==> src/rtl/icache_ctrl_if.sv <==
// Bundle of the core fetch port, external memory bus and cache memory
// wrapper signals seen by icache_ctrl (slave) and its environment (master).
interface icache_ctrl_if #(
    parameter int SET_BITS = 6,
    parameter int TAG_BITS = 22
);
    // Handshakes: core side, a read is accepted in the cycle where req_i and gnt_o
    // are both high, and the word returns later as a one-cycle rvalid_o pulse.
    // Bus side, mem_req_o/mem_addr_o are held until the cycle with mem_gnt_i high,
    // then exactly one mem_rvalid_i pulse carries the data; one beat in flight.
    logic                  flush_i;
    logic                  busy_o;
    logic                  req_i;
    logic [31:0]           addr_i;
    logic                  gnt_o;
    logic                  rvalid_o;
    logic [31:0]           rdata_o;
    logic                  mem_req_o;
    logic [31:0]           mem_addr_o;
    logic                  mem_gnt_i;
    logic                  mem_rvalid_i;
    logic [31:0]           mem_rdata_i;
    logic [SET_BITS-1:0]   cm_set_o;
    logic                  cm_way_o;
    logic                  cm_enable_o;
    logic                  cm_write_enable_o;
    logic                  cm_val_write_enable_o;
    logic                  cm_line_valid_o;
    logic [TAG_BITS-1:0]   cm_line_tag_o;
    logic [127:0]          cm_line_o;
    logic [3:0]            cm_ww_enable_o;
    logic [1:0]            cm_line_valid_i;
    logic [2*TAG_BITS-1:0] cm_line_tag_i;
    logic [127:0]          cm_line_i;

    modport slave (
        input  flush_i, req_i, addr_i, mem_gnt_i, mem_rvalid_i, mem_rdata_i,
               cm_line_valid_i, cm_line_tag_i, cm_line_i,
        output busy_o, gnt_o, rvalid_o, rdata_o, mem_req_o, mem_addr_o,
               cm_set_o, cm_way_o, cm_enable_o, cm_write_enable_o,
               cm_val_write_enable_o, cm_line_valid_o, cm_line_tag_o,
               cm_line_o, cm_ww_enable_o
    );

    modport master (
        output flush_i, req_i, addr_i, mem_gnt_i, mem_rvalid_i, mem_rdata_i,
               cm_line_valid_i, cm_line_tag_i, cm_line_i,
        input  busy_o, gnt_o, rvalid_o, rdata_o, mem_req_o, mem_addr_o,
               cm_set_o, cm_way_o, cm_enable_o, cm_write_enable_o,
               cm_val_write_enable_o, cm_line_valid_o, cm_line_tag_o,
               cm_line_o, cm_ww_enable_o
    );
endinterface

==> src/rtl/icache_ctrl.sv <==
// Read-only 2-way instruction cache controller: tag lookup, hit return,
// 4-beat LRU refill on miss and a full invalidate sweep after reset or flush.
module icache_ctrl #(
    parameter int SET_BITS = 6,
    parameter int TAG_BITS = 22
) (
    input  logic          clk,
    input  logic          reset,
    icache_ctrl_if.slave  bus,
    output logic [2:0]    o_dbg_state
);
    typedef enum logic [2:0] {
        S_FLUSH  = 3'd0,
        S_IDLE   = 3'd1,
        S_TAG    = 3'd2,
        S_DATA   = 3'd3,
        S_REFILL = 3'd4,
        S_WRITE  = 3'd5
    } state_t;

    state_t                 r_state;
    state_t                 w_next_state;
    logic [SET_BITS:0]      r_flush_cnt;
    logic [31:0]            r_addr;
    logic [2**SET_BITS-1:0] r_lru;
    logic                   r_victim;
    logic [1:0]             r_beat;
    logic                   r_granted;
    logic [127:0]           r_buf;

    logic [TAG_BITS-1:0]    w_tag;
    logic [SET_BITS-1:0]    w_set;
    logic [1:0]             w_word;
    logic                   w_hit0;
    logic                   w_hit1;
    logic                   w_hit;
    logic                   w_hit_way;
    logic                   w_miss_victim;

    assign w_tag  = r_addr[31 -: TAG_BITS];
    assign w_set  = r_addr[4 +: SET_BITS];
    assign w_word = r_addr[3:2];

    assign w_hit0    = bus.cm_line_valid_i[0] && (bus.cm_line_tag_i[0 +: TAG_BITS] == w_tag);
    assign w_hit1    = bus.cm_line_valid_i[1] && (bus.cm_line_tag_i[TAG_BITS +: TAG_BITS] == w_tag);
    assign w_hit     = w_hit0 || w_hit1;
    assign w_hit_way = !w_hit0;
    // Fill an empty way before evicting anything; LRU only decides between two valid lines.
    assign w_miss_victim = !bus.cm_line_valid_i[0] ? 1'b0 :
                           !bus.cm_line_valid_i[1] ? 1'b1 : r_lru[w_set];

    assign o_dbg_state = r_state;

    always_ff @(posedge clk) begin
        if (reset) begin
            r_state     <= S_FLUSH;
            r_flush_cnt <= '0;
            r_addr      <= '0;
            r_lru       <= '0;
            r_victim    <= 1'b0;
            r_beat      <= 2'd0;
            r_granted   <= 1'b0;
            r_buf       <= '0;
        end else begin
            r_state <= w_next_state;
            case (r_state)
                S_FLUSH: begin
                    r_flush_cnt <= r_flush_cnt + 1'b1;
                    r_lru       <= '0;
                end
                S_IDLE: begin
                    if (bus.flush_i) begin
                        r_flush_cnt <= '0;
                    end else if (bus.req_i) begin
                        r_addr <= bus.addr_i;
                    end
                end
                S_TAG: begin
                    if (w_hit) begin
                        r_lru[w_set] <= ~w_hit_way;
                    end else begin
                        r_victim  <= w_miss_victim;
                        r_beat    <= 2'd0;
                        r_granted <= 1'b0;
                    end
                end
                S_REFILL: begin
                    if (!r_granted) begin
                        if (bus.mem_gnt_i) begin
                            r_granted <= 1'b1;
                        end
                    end else if (bus.mem_rvalid_i) begin
                        r_buf[{r_beat, 5'b00000} +: 32] <= bus.mem_rdata_i;
                        r_beat    <= r_beat + 2'd1;
                        r_granted <= 1'b0;
                    end
                end
                S_WRITE: begin
                    r_lru[w_set] <= ~r_victim;
                end
                default: begin
                end
            endcase
        end
    end

    always_comb begin
        w_next_state              = r_state;
        bus.busy_o                = reset || (r_state != S_IDLE);
        bus.gnt_o                 = 1'b0;
        bus.rvalid_o              = 1'b0;
        bus.rdata_o               = '0;
        bus.mem_req_o             = 1'b0;
        bus.mem_addr_o            = '0;
        bus.cm_set_o              = '0;
        bus.cm_way_o              = 1'b0;
        bus.cm_enable_o           = 1'b0;
        bus.cm_write_enable_o     = 1'b0;
        bus.cm_val_write_enable_o = 1'b0;
        bus.cm_line_valid_o       = 1'b0;
        bus.cm_line_tag_o         = '0;
        bus.cm_line_o             = '0;
        bus.cm_ww_enable_o        = 4'h0;

        case (r_state)
            S_FLUSH: begin
                bus.cm_enable_o           = 1'b1;
                bus.cm_val_write_enable_o = 1'b1;
                bus.cm_set_o              = r_flush_cnt[SET_BITS:1];
                bus.cm_way_o              = r_flush_cnt[0];
                if (r_flush_cnt == '1) begin
                    w_next_state = S_IDLE;
                end
            end
            S_IDLE: begin
                if (bus.flush_i) begin
                    w_next_state = S_FLUSH;
                end else if (bus.req_i) begin
                    bus.gnt_o       = 1'b1;
                    bus.cm_enable_o = 1'b1;
                    bus.cm_set_o    = bus.addr_i[4 +: SET_BITS];
                    w_next_state    = S_TAG;
                end
            end
            S_TAG: begin
                if (w_hit) begin
                    bus.cm_enable_o = 1'b1;
                    bus.cm_set_o    = w_set;
                    bus.cm_way_o    = w_hit_way;
                    w_next_state    = S_DATA;
                end else begin
                    w_next_state = S_REFILL;
                end
            end
            S_DATA: begin
                bus.rvalid_o = 1'b1;
                bus.rdata_o  = bus.cm_line_i[{w_word, 5'b00000} +: 32];
                w_next_state = S_IDLE;
            end
            S_REFILL: begin
                bus.mem_req_o  = !r_granted;
                bus.mem_addr_o = {w_tag, w_set, r_beat, 2'b00};
                if (r_granted && bus.mem_rvalid_i && (r_beat == 2'd3)) begin
                    w_next_state = S_WRITE;
                end
            end
            S_WRITE: begin
                bus.cm_enable_o       = 1'b1;
                bus.cm_write_enable_o = 1'b1;
                bus.cm_set_o          = w_set;
                bus.cm_way_o          = r_victim;
                bus.cm_line_valid_o   = 1'b1;
                bus.cm_line_tag_o     = w_tag;
                bus.cm_line_o         = r_buf;
                bus.cm_ww_enable_o    = 4'hF;
                bus.rvalid_o          = 1'b1;
                bus.rdata_o           = r_buf[{w_word, 5'b00000} +: 32];
                w_next_state          = S_IDLE;
            end
            default: begin
                w_next_state = S_FLUSH;
            end
        endcase

        // Reset must show quiet outputs even though the state register only updates at the edge.
        if (reset) begin
            bus.gnt_o                 = 1'b0;
            bus.rvalid_o              = 1'b0;
            bus.rdata_o               = '0;
            bus.mem_req_o             = 1'b0;
            bus.mem_addr_o            = '0;
            bus.cm_enable_o           = 1'b0;
            bus.cm_write_enable_o     = 1'b0;
            bus.cm_val_write_enable_o = 1'b0;
        end
    end
endmodule

==> src/flat_wrapper.sv <==
// flat-port wrapper written by rule: the top's interface ports become plain ports
module icache_ctrl_flat 
#(
    parameter int SET_BITS = 6,
    parameter int TAG_BITS = 22
)
  (clk, reset, o_dbg_state, bus_flush_i, bus_req_i, bus_addr_i, bus_mem_gnt_i, bus_mem_rvalid_i, bus_mem_rdata_i, bus_cm_line_valid_i, bus_cm_line_tag_i, bus_cm_line_i, bus_busy_o, bus_gnt_o, bus_rvalid_o, bus_rdata_o, bus_mem_req_o, bus_mem_addr_o, bus_cm_set_o, bus_cm_way_o, bus_cm_enable_o, bus_cm_write_enable_o, bus_cm_val_write_enable_o, bus_cm_line_valid_o, bus_cm_line_tag_o, bus_cm_line_o, bus_cm_ww_enable_o);
  icache_ctrl_if #(.SET_BITS(SET_BITS), .TAG_BITS(TAG_BITS)) bus_i ();
  input  logic clk;
  input  logic reset;
  output logic [2:0] o_dbg_state;
  input wire logic [$bits(bus_i.flush_i)-1:0] bus_flush_i;
  input wire logic [$bits(bus_i.req_i)-1:0] bus_req_i;
  input wire logic [$bits(bus_i.addr_i)-1:0] bus_addr_i;
  input wire logic [$bits(bus_i.mem_gnt_i)-1:0] bus_mem_gnt_i;
  input wire logic [$bits(bus_i.mem_rvalid_i)-1:0] bus_mem_rvalid_i;
  input wire logic [$bits(bus_i.mem_rdata_i)-1:0] bus_mem_rdata_i;
  input wire logic [$bits(bus_i.cm_line_valid_i)-1:0] bus_cm_line_valid_i;
  input wire logic [$bits(bus_i.cm_line_tag_i)-1:0] bus_cm_line_tag_i;
  input wire logic [$bits(bus_i.cm_line_i)-1:0] bus_cm_line_i;
  output wire logic [$bits(bus_i.busy_o)-1:0] bus_busy_o;
  output wire logic [$bits(bus_i.gnt_o)-1:0] bus_gnt_o;
  output wire logic [$bits(bus_i.rvalid_o)-1:0] bus_rvalid_o;
  output wire logic [$bits(bus_i.rdata_o)-1:0] bus_rdata_o;
  output wire logic [$bits(bus_i.mem_req_o)-1:0] bus_mem_req_o;
  output wire logic [$bits(bus_i.mem_addr_o)-1:0] bus_mem_addr_o;
  output wire logic [$bits(bus_i.cm_set_o)-1:0] bus_cm_set_o;
  output wire logic [$bits(bus_i.cm_way_o)-1:0] bus_cm_way_o;
  output wire logic [$bits(bus_i.cm_enable_o)-1:0] bus_cm_enable_o;
  output wire logic [$bits(bus_i.cm_write_enable_o)-1:0] bus_cm_write_enable_o;
  output wire logic [$bits(bus_i.cm_val_write_enable_o)-1:0] bus_cm_val_write_enable_o;
  output wire logic [$bits(bus_i.cm_line_valid_o)-1:0] bus_cm_line_valid_o;
  output wire logic [$bits(bus_i.cm_line_tag_o)-1:0] bus_cm_line_tag_o;
  output wire logic [$bits(bus_i.cm_line_o)-1:0] bus_cm_line_o;
  output wire logic [$bits(bus_i.cm_ww_enable_o)-1:0] bus_cm_ww_enable_o;
  assign bus_i.flush_i = bus_flush_i;
  assign bus_i.req_i = bus_req_i;
  assign bus_i.addr_i = bus_addr_i;
  assign bus_i.mem_gnt_i = bus_mem_gnt_i;
  assign bus_i.mem_rvalid_i = bus_mem_rvalid_i;
  assign bus_i.mem_rdata_i = bus_mem_rdata_i;
  assign bus_i.cm_line_valid_i = bus_cm_line_valid_i;
  assign bus_i.cm_line_tag_i = bus_cm_line_tag_i;
  assign bus_i.cm_line_i = bus_cm_line_i;
  assign bus_busy_o = bus_i.busy_o;
  assign bus_gnt_o = bus_i.gnt_o;
  assign bus_rvalid_o = bus_i.rvalid_o;
  assign bus_rdata_o = bus_i.rdata_o;
  assign bus_mem_req_o = bus_i.mem_req_o;
  assign bus_mem_addr_o = bus_i.mem_addr_o;
  assign bus_cm_set_o = bus_i.cm_set_o;
  assign bus_cm_way_o = bus_i.cm_way_o;
  assign bus_cm_enable_o = bus_i.cm_enable_o;
  assign bus_cm_write_enable_o = bus_i.cm_write_enable_o;
  assign bus_cm_val_write_enable_o = bus_i.cm_val_write_enable_o;
  assign bus_cm_line_valid_o = bus_i.cm_line_valid_o;
  assign bus_cm_line_tag_o = bus_i.cm_line_tag_o;
  assign bus_cm_line_o = bus_i.cm_line_o;
  assign bus_cm_ww_enable_o = bus_i.cm_ww_enable_o;
  icache_ctrl #(.SET_BITS(SET_BITS), .TAG_BITS(TAG_BITS)) u_core (.clk(clk), .reset(reset), .bus(bus_i), .o_dbg_state(o_dbg_state));
endmodule
==> config.mk <==
export PLATFORM = sky130hd
export DESIGN_NAME = icache_ctrl_flat
export DESIGN_NICKNAME = d
export VERILOG_FILES = /design/src/rtl/icache_ctrl_if.sv /design/src/rtl/icache_ctrl.sv /design/src/flat_wrapper.sv
export SDC_FILE = /design/constraint.sdc
export NUM_CORES = 1
export LEC_CHECK = 0
export BUFFER_PORTS_ARGS = -buffer_cell sky130_fd_sc_hd__buf_2
export CORE_AREA = 3 3 185 187
export DETAILED_ROUTE_END_ITERATION = 7
export DIE_AREA = 0 0 188 190
export HOLD_SLACK_MARGIN = 0.12
export PLACE_DENSITY = 0.77
export SETUP_SLACK_MARGIN = 0.4
export SLEW_MARGIN = 20
export SYNTH_ARGS = -nofsm -noshare
export SYNTH_HDL_FRONTEND = slang
export SYNTH_SLANG_ARGS = --single-unit
export TNS_END_PERCENT = 1
==> constraint.sdc <==
create_clock -name clk -period 2.85 [get_ports clk]
set_input_delay 0.57 -clock clk [delete_from_list [all_inputs] [get_ports clk]]
set_output_delay 0.57 -clock clk [all_outputs]
set_load 0.005 [all_outputs]
After elaboration in Yosys (flattened, before gate mapping) --
Cells that the tools add are included. W data, S select, Z words.
Storage, ports and cells: register bits after elaboration 238, bits in latches 0, RAM bits 0, bits in read-only memories 0, bits of input ports 244, output and inout port bits 236, word-level logic and storage cells 117, memories kept 0
Operators by class: $add $sub $neg 3, $mul 0, div/mod/pow operators 0, magnitude comparators 2, eq/ne operators 18, shift operators 4, multiplexer cells 56, bitwise gates (word level) 3, reductions and logical operators 23
Operator list (number):
- $shiftx A128 B8 Y32 | 2
- $pmux W64 S3 | 1
- $bwmux W128 | 1
- $bwmux W64 | 2
- $mux W128 | 1
- $shift A32 B9 Y128 const A | 1
- $shiftx A32 B9 Y128 | 1
- $mux W32 | 3
- $mux W64 | 1
- $pmux W32 S2 | 1
- $eq A22 B22 Y1 | 2
- $pmux W6 S4 | 1
- $mux W1 | 23
- $mux W22 | 1
- $mux W6 | 3
- $mux W3 | 5
- $pmux W3 S5 | 1
- $pmux W7 S2 | 1
- $neg A7 Y9 | 1
- $reduce_and A3 Y1 | 3
- $ne A2 B1 Y1 const B | 4
- $reduce_and A2 Y1 | 4
- $add A7 B1 Y7 const B | 1
- $eq A7 B7 Y1 const B | 1
- other kinds (27) | 44

Longest topological paths before layout --
word-level depth 7, depth in mapped cells 10, depth with buffers taken out 8

Worst setup path after synthesis --
No wires, ideal clock.
path type input port to output port, start input port bus_cm_line_tag_i[10], end output port bus_cm_set_o[5], arrival 1.930 ns, data required time 2.280 ns, setup slack 0.350 ns, cell stages on the path 7, path buffers 0, cell sequence xor2_1 -> nor4_1 -> nand4_1 -> nor3_4 -> nor2_1 -> o21ai_2 -> a221o_1
Between the ends: longest elaborated chain between the ends 5
Ends and longest elaborated chain:
- start, declared | RTL line flat_wrapper.sv:19 | input wire logic [$bits(bus_i.cm_line_tag_i)-1:0] bus_cm_line_tag_i;
- $eq A22 B22 Y1 | RTL line icache_ctrl.sv:44 | assign w_hit0 = bus.cm_line_valid_i[0] && (bus.cm_line_tag_i[0 +: TAG_BITS] == w_tag);
- $logic_and A1 B1 Y1 | RTL line icache_ctrl.sv:44
- $logic_or A1 B1 Y1 | RTL line icache_ctrl.sv:46 | assign w_hit = w_hit0 || w_hit1;
- $mux W6 | RTL line icache_ctrl.sv:146 | if (w_hit) begin
- $pmux W6 S4 | RTL line icache_ctrl.sv:125 | case (r_state)
- end, declared | RTL line flat_wrapper.sv:27 | output wire logic [$bits(bus_i.cm_set_o)-1:0] bus_cm_set_o;
Every way passes these cells.

Worst setup path in the final report --
start register u_core.r_addr[26], end output port bus_cm_way_o
Between the ends: longest elaborated chain between the ends 5, elaborated cells between the ends (all ways) 8, classes of those cells eq/ne (2); mux (2); reduce/logical (4)
Ends and longest elaborated chain:
- start, declared | RTL line icache_ctrl.sv:24 | logic [31:0] r_addr;
- start signal, assigned | RTL line icache_ctrl.sv:75 | r_addr <= bus.addr_i;
- $eq A22 B22 Y1, on equally long branches | RTL line icache_ctrl.sv:44, icache_ctrl.sv:45
- $logic_and A1 B1 Y1, on equally long branches | RTL line icache_ctrl.sv:44, icache_ctrl.sv:45
- $logic_not A1 Y1 or $logic_or A1 B1 Y1 (tied branches) | RTL line icache_ctrl.sv:47, icache_ctrl.sv:46
- $mux W1 (*) | RTL line icache_ctrl.sv:146
- $pmux W1 S3 (*) | RTL line icache_ctrl.sv:125
- end, declared | RTL line flat_wrapper.sv:28 | output wire logic [$bits(bus_i.cm_way_o)-1:0] bus_cm_way_o;
Mark *: on every way between the ends. The rest lies on a longest branch, timed or not.

==> key figures <==
Outcome
  – Status: complete, but fails checks
  – Failing checks: design-rule violations, negative setup slack

Timing
  – Setup violations, final: 30
  – Min Hold Slack: 0.274 ns
  – RSZ-0062 raised after global routing: yes
  – Slew HR: a little over a quarter
  – Measured slew at the worst slew-check pin: 1.10 ns
  – Period Utilization, post-route: 110%
  – Max Slew Vio Count: 0
  – Crit path time final: roughly 3.1 ns
  – Final WS setup: -0.290 ns
  – Clock Skew: 0.0194 ns
  – Fin. Hold Viols: 0
  – Max Clk Rate: 0.318 GHz

Placement
  – GP Congestion: around 0.98
  – IO buf count: around 480
  – Post-DP Area: ~0.017 mm2
  – Final HPWL DP: 39.4 mm
  – Pre-CTS setup slack: -0.156 ns

Final layout
  – Cell area after layout: 0.0180 mm2
  – Post-layout util: 55.1%
  – Fillers: 3,043
  – Layout overhead on the synthesized area: 29.2%
  – Post-layout net count: 2,501
  – Layout cell share with drive strength beyond 1: 32.0%

Setup path
  – Worst setup EP type: output port
  – Crit Path Max Fanout: 5
  – Crit Path Class: flop to output port
  – R2R cell count: 10
  – CP required: 2.28 ns
  – Startpoint Class: flop
  – Data arrival, critical path: between 2 and 3 ns

Power
  – Leakage: a little under 8 nW
  – Internal: 5.61 mW
  – Cell Pwr Density: 403 mW/mm2
  – P_sw: 1.64 mW
  – VDD IR max: between 0.5 and 0.6 mV
  – Clock group share of total power: 48.1%
  – Power share of the combinational group: between 6 and 7%
  – Final Power: 7.25 mW
  – Sequential Power Share: 45.6%
  – Switch share: between 20 and 25%

GRT
  – Largest net degree at the start of global routing: 181
  – First-pass GRT wire length: between 80 and 90 mm
  – Total global routing overflow: 0
  – GR Util met3: 4.51%
  – Vias in the first global route: roughly 15,000
  – Global route hottest layer: met2
  – Total track usage: between 20% and 30%
  – Met1 GRT Util: between 30% and 40%
  – Global Route met2 Usage: 49.0%
  – Initial antenna violation count: 1

Drt
  – Drt total wl: between 50 and 60 mm
  – First-pass detailed-route iteration total: 8
  – Initial DRC count: 1,589
  – Wire length per cell: 20.4 um
  – Vias: about 16,000
  – Vias per cell: 5.78
  – Post-DRT Antenna Nets: 0
  – # DRC: 2

Yosys
  – Syn avg cell area: 7.57 um2
  – Largest family of logic cells by synthesized area: simple AND/OR/NAND/NOR gates
  – Synthesized area: between 0.01 and 0.015 mm2
  – EDFF count, synth: 0
  – Most used DFF post-synth: dfxtp_1
  – Synth Area in XOR/XNOR: approximately 3.1%
  – Synth Area in Simple Gates: 25.5%
  – Sequential share of the synthesized area: between 30% and 40%
  – Ys async rst share: 0%
  – Compound-cell area share of the yosys netlist: 21.3%
  – Synth Register Bits: 236
  – Mux cell area share after synthesis: ~6.7%
  – Adder-cell share of the synthesized area: 0.539%
  – Ys Warns: 0
  – Yosys cell types: 60
  – Syn Inst Count: ~1,800

Clock tree
  – CTS clk-pin slew, worst paths: 0.06 ns
  – Num CTS Buffers: 27
  – Clock buffer depth: 3
  – Clock root buffer: clkbuf_16
  – Hold Buf Count CTS: 0
  – CTS Sinks: 236
  – TritonCTS clock tree: done
  – Clk Latency, worst-skew pair: between 0.5 and 0.6 ns
  – H-tree Lvls: 1

Floorplan
  – DIE WIDTH: ~190 um
  – Die area: roughly 0.036 mm2
  – Core Area: 0.0326 mm2
  – I/O pin count: 480
  – Starting density of the core: 42.7%
  – Placement row count: 66
  – Die height: between 150 and 200 um

Min path
  – Hold crit path type: primary input to flop
  – Hold depth: 3

Flow run
  – Max-cap viol count: 0
-- cell families after synthesis --
group,Yosys count
compound gates,503
other cells,1
buf+inv,288
simple gates,708
fa+ha+maj,6
flops,236
mux,48
xor+xnor,49
-- layer usage --
layer | routed length (um) | share of wire, %
met1 | 21900 | 40
met2 | 26500 | 48
met3 | 4900 | 8.9
met4 | 2000 | 3.6
met5 | 0 | 0
-- worst max-delay path, stage by stage, from the launching register on --
cell	delay (ns)
dfxtp_2	0.37
xor2_1	0.18
nor4_2	0.32
buf_4	0.17
nand4_1	0.14
nor3_4	0.20
buf_4	0.19
nor3_1	0.06
a221o_1	0.27
buf_2	0.14
-- what timing repair did --
action                                  CTS  global route
endpoints found under the setup margin  199           242
gates cloned                              0             0
resized for setup                        41            20
buffers inserted                          1             0
pin swaps                                12             6
-- cell usage in the layout (no fill, tap or decap), types with 7 or more instances in the layout --
cell | Yosys | routed
mux2i_1 | 10 | 10
nor3_1 | 13 | 11
mux4_2 | 36 | 36
nand2b_4 | 8 | 8
a311oi_1 | 32 | 26
buf_2 | 45 | 474
nor3b_2 | 7 | 10
inv_1 | 103 | 102
nand2b_1 | 10 | 10
nand3_1 | 136 | 135
nand2_1 | 284 | 283
clkbuf_16 | 0 | 27
o22ai_1 | 60 | 60
buf_4 | 9 | 73
a21oi_1 | 328 | 317
clkbuf_8 | 0 | 7
dfxtp_1 | 236 | 225
a21oi_2 | 0 | 10
dfxtp_2 | 0 | 10
and2_1 | 150 | 147
a211oi_1 | 39 | 37
a21o_1 | 8 | 8
buf_12 | 0 | 10
nand4_1 | 11 | 11
xnor2_1 | 23 | 22
xor2_1 | 26 | 26
nor2_1 | 53 | 48
-- Yosys cell counts (11+ instances only) --
master	instances	area share, %
and2_1	150	6.7
xor2_1	26	1.6
buf_1	11	0.30
nor2_1	53	1.4
nand4_1	11	0.49
clkbuf_1	109	2.9
o22ai_1	60	2.7
dfxtp_1	236	34
nand3_1	136	4.9
buf_2	45	1.6
a21oi_1	328	12
a311oi_1	32	2.0
inv_1	103	2.8
nand2_1	284	7.7
a211oi_1	39	2.1
mux4_2	36	5.8
xnor2_1	23	1.4
nor3_1	13	0.47
-- final timing paths --
| kind | slack (ns) | startpoint | endpoint |
|---|---|---|---|
| max | -0.29 | u_core.r_addr[26] | bus_cm_way_o |
| min | 0.27 | bus_addr_i[27] | u_core.r_addr[27] |
| max reg2reg | 0.47 | u_core.r_addr[26] | u_core.r_lru[40] |
| min reg2reg | 0.45 | u_core.r_buf[15] | u_core.r_buf[15] |
-- state kept, by name, summed over array words and instances, names as in the netlist --
| signal | count |
|---|---|
| u_core.r_buf | 128 |
| u_core.r_lru | 64 |
| u_core.r_addr | 30 |
| u_core.r_flush_cnt | 7 |
| u_core.o_dbg_state | 3 |
| u_core.r_beat | 2 |
| u_core.r_granted | 1 |
| u_core.r_victim | 1 |
-- area by class of cell --
| cell class | count | area (um2) | area share, % |
|---|---|---|---|
| antenna | 1 | 2.50 | 0.0139 |
| clock buffer | 39 | 791 | 4.40 |
| clock inverter | 7 | 91.3 | 0.508 |
| inverter | 106 | 408 | 2.27 |
| multi-input combinational | 1316 | 8180 | 45.5 |
| sequential | 236 | 4740 | 26.4 |
| tap | 442 | 553 | 3.08 |
| timing repair buffer | 564 | 3220 | 17.9 |
-- metrics by stage --
| stage | instances | setup TNS [ns] |
|---|---|---|
| after floorplan | 1840 | 0 |
| after global placement | 2663 | -1.13 |
| after detailed placement | 2663 | -0.896 |
| after CTS | 2710 | -4.87 |
| after global routing | 2711 | -8.82 |
| final | 2711 | -4.29 |
-- power by group through the flow --
stage                     sequential (mW)  clock [mW]  combinational [mW]
after global routing                 3.31        3.65               0.491
after global placement               3.38           0               0.429
final                                3.31        3.48               0.457
after detailed placement             3.38           0               0.434
after CTS                            3.31        3.51               0.445
after floorplan                      3.38           0               0.171
Power figures use the tool's default switching activity.
